`src/rtl/ifetch_buf.sv`:
```
// ifetch_buf: instruction fetch buffer between the pc block and decode.
// Issues word requests over req/gnt/rvalid and tracks each granted address
// in an address FIFO. Returned words go into an in-order {pc, instr} FIFO,
// which decode drains through a valid/ready handshake.
// A flush clears the buffer. If requests are still outstanding, the block
// enters DRAIN and discards their responses before it fetches again.
// Optional macro IFETCH_PERF_EN adds the PERF_STALL and PERF_FLUSH
// saturating event counters.
module ifetch_buf #(
    parameter int DEPTH = 2,
    parameter int XLEN  = 32
) (
    input  logic            CLK,
    input  logic            RESET_N,
    input  logic [XLEN-1:0] IP,
    output logic            FETCH_ADV,
    input  logic            FLUSH,
    output logic            IMEM_REQ,
    output logic [XLEN-1:0] IMEM_ADDR,
    input  logic            IMEM_GNT,
    input  logic            IMEM_RVALID,
    input  logic [XLEN-1:0] IMEM_RDATA,
    output logic            INSTR_VALID,
    input  logic            INSTR_READY,
    output logic [XLEN-1:0] INSTR,
    output logic [XLEN-1:0] INSTR_PC,
    output logic [6:0]      OP
`ifdef IFETCH_PERF_EN
    ,
    output logic [31:0]     PERF_STALL,
    output logic [31:0]     PERF_FLUSH
`endif
);
    localparam int AW = $clog2(DEPTH);
    localparam int CW = AW + 1;

    typedef enum logic [0:0] {RUN = 1'b0, DRAIN = 1'b1} state_t;

    state_t          state_r, state_nxt_s;
    logic [AW-1:0]   a_wp_r, a_rp_r, i_wp_r, i_rp_r;
    logic [XLEN-1:0] addr_mem_r [DEPTH];
    logic [XLEN-1:0] pc_mem_r   [DEPTH];
    logic [XLEN-1:0] data_mem_r [DEPTH];
    logic [CW-1:0]   occ_r, out_cnt_r, drop_cnt_r;
    logic [CW-1:0]   out_cnt_nxt_s, drop_cnt_nxt_s;
    logic [CW:0]     inflight_s;
    logic            space_s, req_s, gnt_s, rsp_s, push_s, pop_s, valid_s, clear_s;

    // Handshake qualification and the outstanding-request count for next cycle
    always_comb begin
        inflight_s = {1'b0, occ_r} + {1'b0, out_cnt_r};
        space_s    = inflight_s < (CW+1)'(DEPTH);
        gnt_s      = req_s && IMEM_GNT;
        // A response with nothing outstanding is a protocol error and is ignored.
        rsp_s      = IMEM_RVALID && (out_cnt_r != {CW{1'b0}});
        clear_s    = (state_r == RUN) && FLUSH;
        pop_s      = valid_s && INSTR_READY && !FLUSH;
        // A pop in the same cycle frees a slot for the incoming word.
        push_s     = rsp_s && (state_r == RUN) && !FLUSH &&
                     ((occ_r < CW'(DEPTH)) || pop_s);
        if (gnt_s && !rsp_s) begin
            out_cnt_nxt_s = out_cnt_r + 1'b1;
        end else if (!gnt_s && rsp_s) begin
            out_cnt_nxt_s = out_cnt_r - 1'b1;
        end else begin
            out_cnt_nxt_s = out_cnt_r;
        end
    end

    // FSM state and drop-counter register
    always_ff @(posedge CLK) begin
        if (!RESET_N) begin
            state_r    <= RUN;
            drop_cnt_r <= {CW{1'b0}};
        end else begin
            state_r    <= state_nxt_s;
            drop_cnt_r <= drop_cnt_nxt_s;
        end
    end

    // FSM next state: a flush with requests still in flight enters DRAIN
    always_comb begin
        state_nxt_s    = state_r;
        drop_cnt_nxt_s = drop_cnt_r;
        case (state_r)
            RUN: begin
                if (FLUSH && (out_cnt_nxt_s != {CW{1'b0}})) begin
                    state_nxt_s    = DRAIN;
                    drop_cnt_nxt_s = out_cnt_nxt_s;
                end else begin
                    state_nxt_s    = RUN;
                end
            end
            DRAIN: begin
                if (rsp_s) begin
                    drop_cnt_nxt_s = drop_cnt_r - 1'b1;
                    if (drop_cnt_r == CW'(1'b1)) begin
                        state_nxt_s = RUN;
                    end else begin
                        state_nxt_s = DRAIN;
                    end
                end else begin
                    state_nxt_s = DRAIN;
                end
            end
            default: begin
                state_nxt_s    = RUN;
                drop_cnt_nxt_s = {CW{1'b0}};
            end
        endcase
    end

    // FSM outputs: request only in RUN with room, and never while held in reset
    always_comb begin
        req_s   = RESET_N && (state_r == RUN) && !FLUSH && space_s;
        valid_s = (state_r == RUN) && (occ_r != {CW{1'b0}});
    end

    // Pointers, occupancy and the outstanding count
    always_ff @(posedge CLK) begin
        if (!RESET_N) begin
            a_wp_r    <= {AW{1'b0}};
            a_rp_r    <= {AW{1'b0}};
            i_wp_r    <= {AW{1'b0}};
            i_rp_r    <= {AW{1'b0}};
            occ_r     <= {CW{1'b0}};
            out_cnt_r <= {CW{1'b0}};
        end else begin
            out_cnt_r <= out_cnt_nxt_s;
            if (gnt_s) begin
                a_wp_r <= a_wp_r + 1'b1;
            end
            if (rsp_s) begin
                a_rp_r <= a_rp_r + 1'b1;
            end
            if (clear_s) begin
                i_wp_r <= {AW{1'b0}};
                i_rp_r <= {AW{1'b0}};
                occ_r  <= {CW{1'b0}};
            end else begin
                if (push_s) begin
                    i_wp_r <= i_wp_r + 1'b1;
                end
                if (pop_s) begin
                    i_rp_r <= i_rp_r + 1'b1;
                end
                if (push_s && !pop_s) begin
                    occ_r <= occ_r + 1'b1;
                end else if (pop_s && !push_s) begin
                    occ_r <= occ_r - 1'b1;
                end
            end
        end
    end

    // FIFO storage; contents need no reset because occupancy gates visibility
    always_ff @(posedge CLK) begin
        if (gnt_s) begin
            addr_mem_r[a_wp_r] <= IP;
        end
        if (push_s && !clear_s) begin
            pc_mem_r[i_wp_r]   <= addr_mem_r[a_rp_r];
            data_mem_r[i_wp_r] <= IMEM_RDATA;
        end
    end

    // Output drive; an empty buffer presents zeros and the NOP opcode
    always_comb begin
        IMEM_REQ    = req_s;
        IMEM_ADDR   = IP;
        FETCH_ADV   = gnt_s;
        INSTR_VALID = valid_s;
        if (valid_s) begin
            INSTR    = data_mem_r[i_rp_r];
            INSTR_PC = pc_mem_r[i_rp_r];
            OP       = data_mem_r[i_rp_r][6:0];
        end else begin
            INSTR    = {XLEN{1'b0}};
            INSTR_PC = {XLEN{1'b0}};
            OP       = 7'b0010011;
        end
    end

`ifdef IFETCH_PERF_EN
    // Saturating stall and flush event counters
    always_ff @(posedge CLK) begin
        if (!RESET_N) begin
            PERF_STALL <= 32'h0000_0000;
            PERF_FLUSH <= 32'h0000_0000;
        end else begin
            if ((state_r == RUN) && !req_s && (PERF_STALL != 32'hFFFF_FFFF)) begin
                PERF_STALL <= PERF_STALL + 32'h0000_0001;
            end
            if (clear_s && (PERF_FLUSH != 32'hFFFF_FFFF)) begin
                PERF_FLUSH <= PERF_FLUSH + 32'h0000_0001;
            end
        end
    end
`endif

endmodule

```
`config.mk`:
```
export PLATFORM = sky130hd
export DESIGN_NAME = ifetch_buf
export DESIGN_NICKNAME = d
export VERILOG_FILES = /design/src/rtl/ifetch_buf.sv
export SDC_FILE = /design/constraint.sdc
export NUM_CORES = 1
export LEC_CHECK = 0
export CAP_MARGIN = 15
export CORE_MARGIN = 2
export CORE_UTILIZATION = 40
export CTS_BUF_LIST = sky130_fd_sc_hd__clkbuf_4
export CTS_CLUSTER_DIAMETER = 40
export CTS_CLUSTER_SIZE = 24
export DETAILED_ROUTE_END_ITERATION = 8
export MAX_ROUTING_LAYER = met4
export PLACE_DENSITY = 0.64
export SYNTH_ARGS = -nofsm -noshare
export SYNTH_HDL_FRONTEND = slang
export SYNTH_SLANG_ARGS = --single-unit
```
`constraint.sdc`:
```
create_clock -name CLK -period 7.72 [get_ports CLK]
set_clock_uncertainty 0.15 [all_clocks]
set_input_delay 2.316 -clock CLK [delete_from_list [all_inputs] [get_ports CLK]]
set_output_delay 2.316 -clock CLK [all_outputs]
set_load 0.01 [all_outputs]
```
==> summary.txt <==
Synth
  – Leading area contributor after synthesis: edfxtp_1
  – Sequential fraction of the synthesis area: 0.738
  – Ys async rst share: 0
  – #FFs+latches synth: ~210
  – Synth Net Count: a little under 600
  – Ys Warns: 0
  – Area contributors post-synth: edfxtp_1 (71%), mux2i_1 (8.2%), mux2_2 (4.6%), nor2_1 (3.4%), buf_4 (3.3%)
  – Post-synth EDFFs: approximately 190
  – Syn avg cell area: 16.1 um2
  – Syn Inst Count: roughly 510
  – Synth Cell Area: 8160 um2
  – Yosys top cell area share: 0.706
  – Commonest register cell after synthesis: edfxtp_1
  – Distinct cells, synth: 35

Hold path
  – Hold crit path type: register to register
  – Hold Path Origin: drop_cnt_r[1]$_SDFFE_PN0P_
  – Hold Path Cell Cnt: 2
  – Worst hold path endpoint: drop_cnt_r[1]$_SDFFE_PN0P_

CTS
  – Setup Buffers After CTS: 0
  – Hold-fix buffers, CTS: 0
  – Clock Latency Late Sink: 640 ps
  – CTS tree: yes
  – Worst-path clk slew: ~100 ps
  – CTS Buffer Depth: 3
  – Total CTS buffers: 28
  – H-tree depth: 1
  – Clk sinks: between 200 and 250
  – Post-cts sizing count: 0
  – Root Buffer Master: clkbuf_4

Global route
  – Largest net degree at the start of global routing: 65
  – GRT Total Usage: 0.149
  – Antenna violations before repair: 0
  – First-pass GRT wire length: ~25000 um
  – Vias in the first global route: 4765
  – Grt ovf: 0

Timing
  – Post-route minimum period: just under 7000 ps
  – Count of final max-slew check failures: 0
  – Final Hold Viols: 0
  – Worst Tran Pin Value: about 1100 ps
  – RSZ-0062 raised after global routing: false
  – Max Fclk: roughly 150 MHz
  – Setup TNS: 0 ps
  – Setup violations, final: 0
  – Final period util: 0.876
  – Slew headroom: 0.254

Floorplanning
  – # IOs: ~180
  – Starting density of the core: 0.406
  – # rows: 52
  – Die height: 147 um
  – Core area: between 20000 and 25000 um2
  – Die W: between 100 and 150 um
  – DIE AREA: roughly 22000 um2

Worst setup path
  – Reg2Reg Setup Slack: between 4000 and 5000 ps
  – Worst reg2reg path depth: 6
  – CP Cell Sequence: clkdlybuf4s50_1 > nor4b_4 > nand2_1 > inv_2 > clkdlybuf4s50_1
  – Most frequent CP cell: clkdlybuf4s50_1
  – Crit-path slowest cell: clkdlybuf4s50_1
  – Setup CP Type: input pin to output pin
  – CP Max Fanout: 11
  – Startpoint Class: input pin
  – CP max stage delay: 650 ps
  – Req. time, crit path: 5250 ps
  – Critical R2R Launch: out_cnt_r[0]$_SDFF_PN0_
  – Crit. End Element: output pin
  – Reg2reg end: data_mem_r[0][23]$_DFFE_PP_
  – Arrival @ worst endpoint: approximately 4300 ps

Placed design
  – Post-placement cell count: 897
  – DPL Wire Length: a little under 10000 um
  – Placed Instance Area: about 10000 um2
  – Port Buf Inserts: approximately 180
  – Routability cong.: 0.853

Route
  – WL final: around 16000 um
  – Remaining DRCs: 0
  – Initial drt markers: about 200
  – Avg WL per Cell: approximately 17 um
  – Post-route ant nets: 0
  – Number of vias per cell: roughly 4.8
  – DR pass1 iterations: 4
  – DR vias: 4528

Pwr
  – Pwr/cell area: between 200 and 250 nW/um2
  – Power Total: roughly 2.6 mW
  – Leakage: around 3.3 nW
  – Maximum vdd drop: around 0.13 mV

Finish
  – Non-Filler Instances: 950
  – FF/Latch Area: ~6000 um2
  – Layout Nets: approximately 730
  – Filler instances: 1688
  – Share of layout cells above drive strength 1: 0.138
  – Final Instance Area: 10400 um2
  – Area Overhead vs Synth: 27.3%
  – Ant. Diodes: 0
  – Multi-input logic area: between 1500 and 2000 um2
  – Most common cell after layout, fill and taps aside: edfxtp_1
  – Commonest non-fill, non-tap cells in the layout: edfxtp_1 (192), clkdlybuf4s50_1 (175), nor2_1 (72)

Job
  – Max_cap viols: 0

Run status
  – Status: completed
==> final cells by class <==
cell class | instances | share of cell area
flip-flops and latches | 205 | 0.580
repair buffers | 180 | 0.173
multi-input cells | 236 | 0.171
clock buffers | 33 | 0.0238
well taps | 270 | 0.0325
inverters | 7 | 0.00253
clock inverters | 19 | 0.0160
==> report_power, final <==
| group | leakage [nW] | internal [mW] | total, mW | switching, mW |
|---|---|---|---|---|
| registers | 1.84 | 1.33 | 1.40 | 0.0670 |
| logic | 1.22 | 0.257 | 0.498 | 0.241 |
| clock network | 0.225 | 0.288 | 0.683 | 0.394 |
| total | 3.29 | 1.87 | 2.58 | 0.702 |
==> synthesized netlist by cell type (2+ instances only) <==
cell type / number
nor2_1: 74
o21ai_0: 3
xor2_1: 3
or3_1: 2
buf_1: 7
xnor2_1: 3
buf_4: 36
nand2b_1: 4
nand2_1: 9
nand3_1: 3
a21oi_1: 6
ha_1: 3
mux2i_1: 67
mux2_2: 33
inv_1: 6
nor2b_1: 6
edfxtp_1: 192
and2_1: 6
clkbuf_1: 15
dfxtp_1: 13
==> flip-flops by register name, summed over array words and instances, names as in the netlist, named ones only <==
signal and count:
a_rp_r 1, a_wp_r 1, addr_mem_r 64, data_mem_r 64, drop_cnt_r 2, i_rp_r 1, i_wp_r 1, occ_r 2
out_cnt_r 2, pc_mem_r 64, state_r 1
==> worst max-delay path by stage <==
stage,start,endpoint,slack (ps),depth (start not counted)
floorplan,IMEM_RVALID,data_mem_r[0][0]$_DFFE_PP_,1120,4
global placement,RESET_N,FETCH_ADV,1030,5
detailed placement,RESET_N,FETCH_ADV,990,5
CTS,RESET_N,FETCH_ADV,970,5
global route,RESET_N,FETCH_ADV,850,5
finish,RESET_N,FETCH_ADV,960,5
==> through the flow <==
step           utilization  worst slack (ps)  hold slack [ps]
2_1_floorplan            -              1120              288
3_3_place_gp         0.495              1030              305
3_5_place_dp         0.495               989              318
4_1_cts              0.516               971              332
5_1_grt              0.517               853              362
6_report             0.517               956              323
==> kinds of logic (layout without fill, tap and decap cells) <==
kind of cell / Yosys count / count (layout) / synth area share
multiplexers: 100 / 100 / 0.128
XOR/XNOR: 6 / 6 / 0.00644
adder cells (fa/ha/maj): 4 / 4 / 0.00705
flip-flops: 205 / 205 / 0.738
AND/OR/NAND/NOR: 108 / 108 / 0.0593
buffers and inverters: 65 / 239 / 0.0465
AO/OA/AOI/OAI: 18 / 18 / 0.0147
==> critical path: cells and delay by family <==
kind                   cells  cell delay [ps]
buffers and inverters      3             1350
AND/OR/NAND/NOR            2              630
==> metal layers <==
metal | GRT usage | wire length [um]
met5 | - | 0
met2 | 0.252 | 7790
met4 | 0.0374 | 280
met1 | 0.183 | 6820
met3 | 0.0342 | 1050
(Power assumes the default switching activity.)
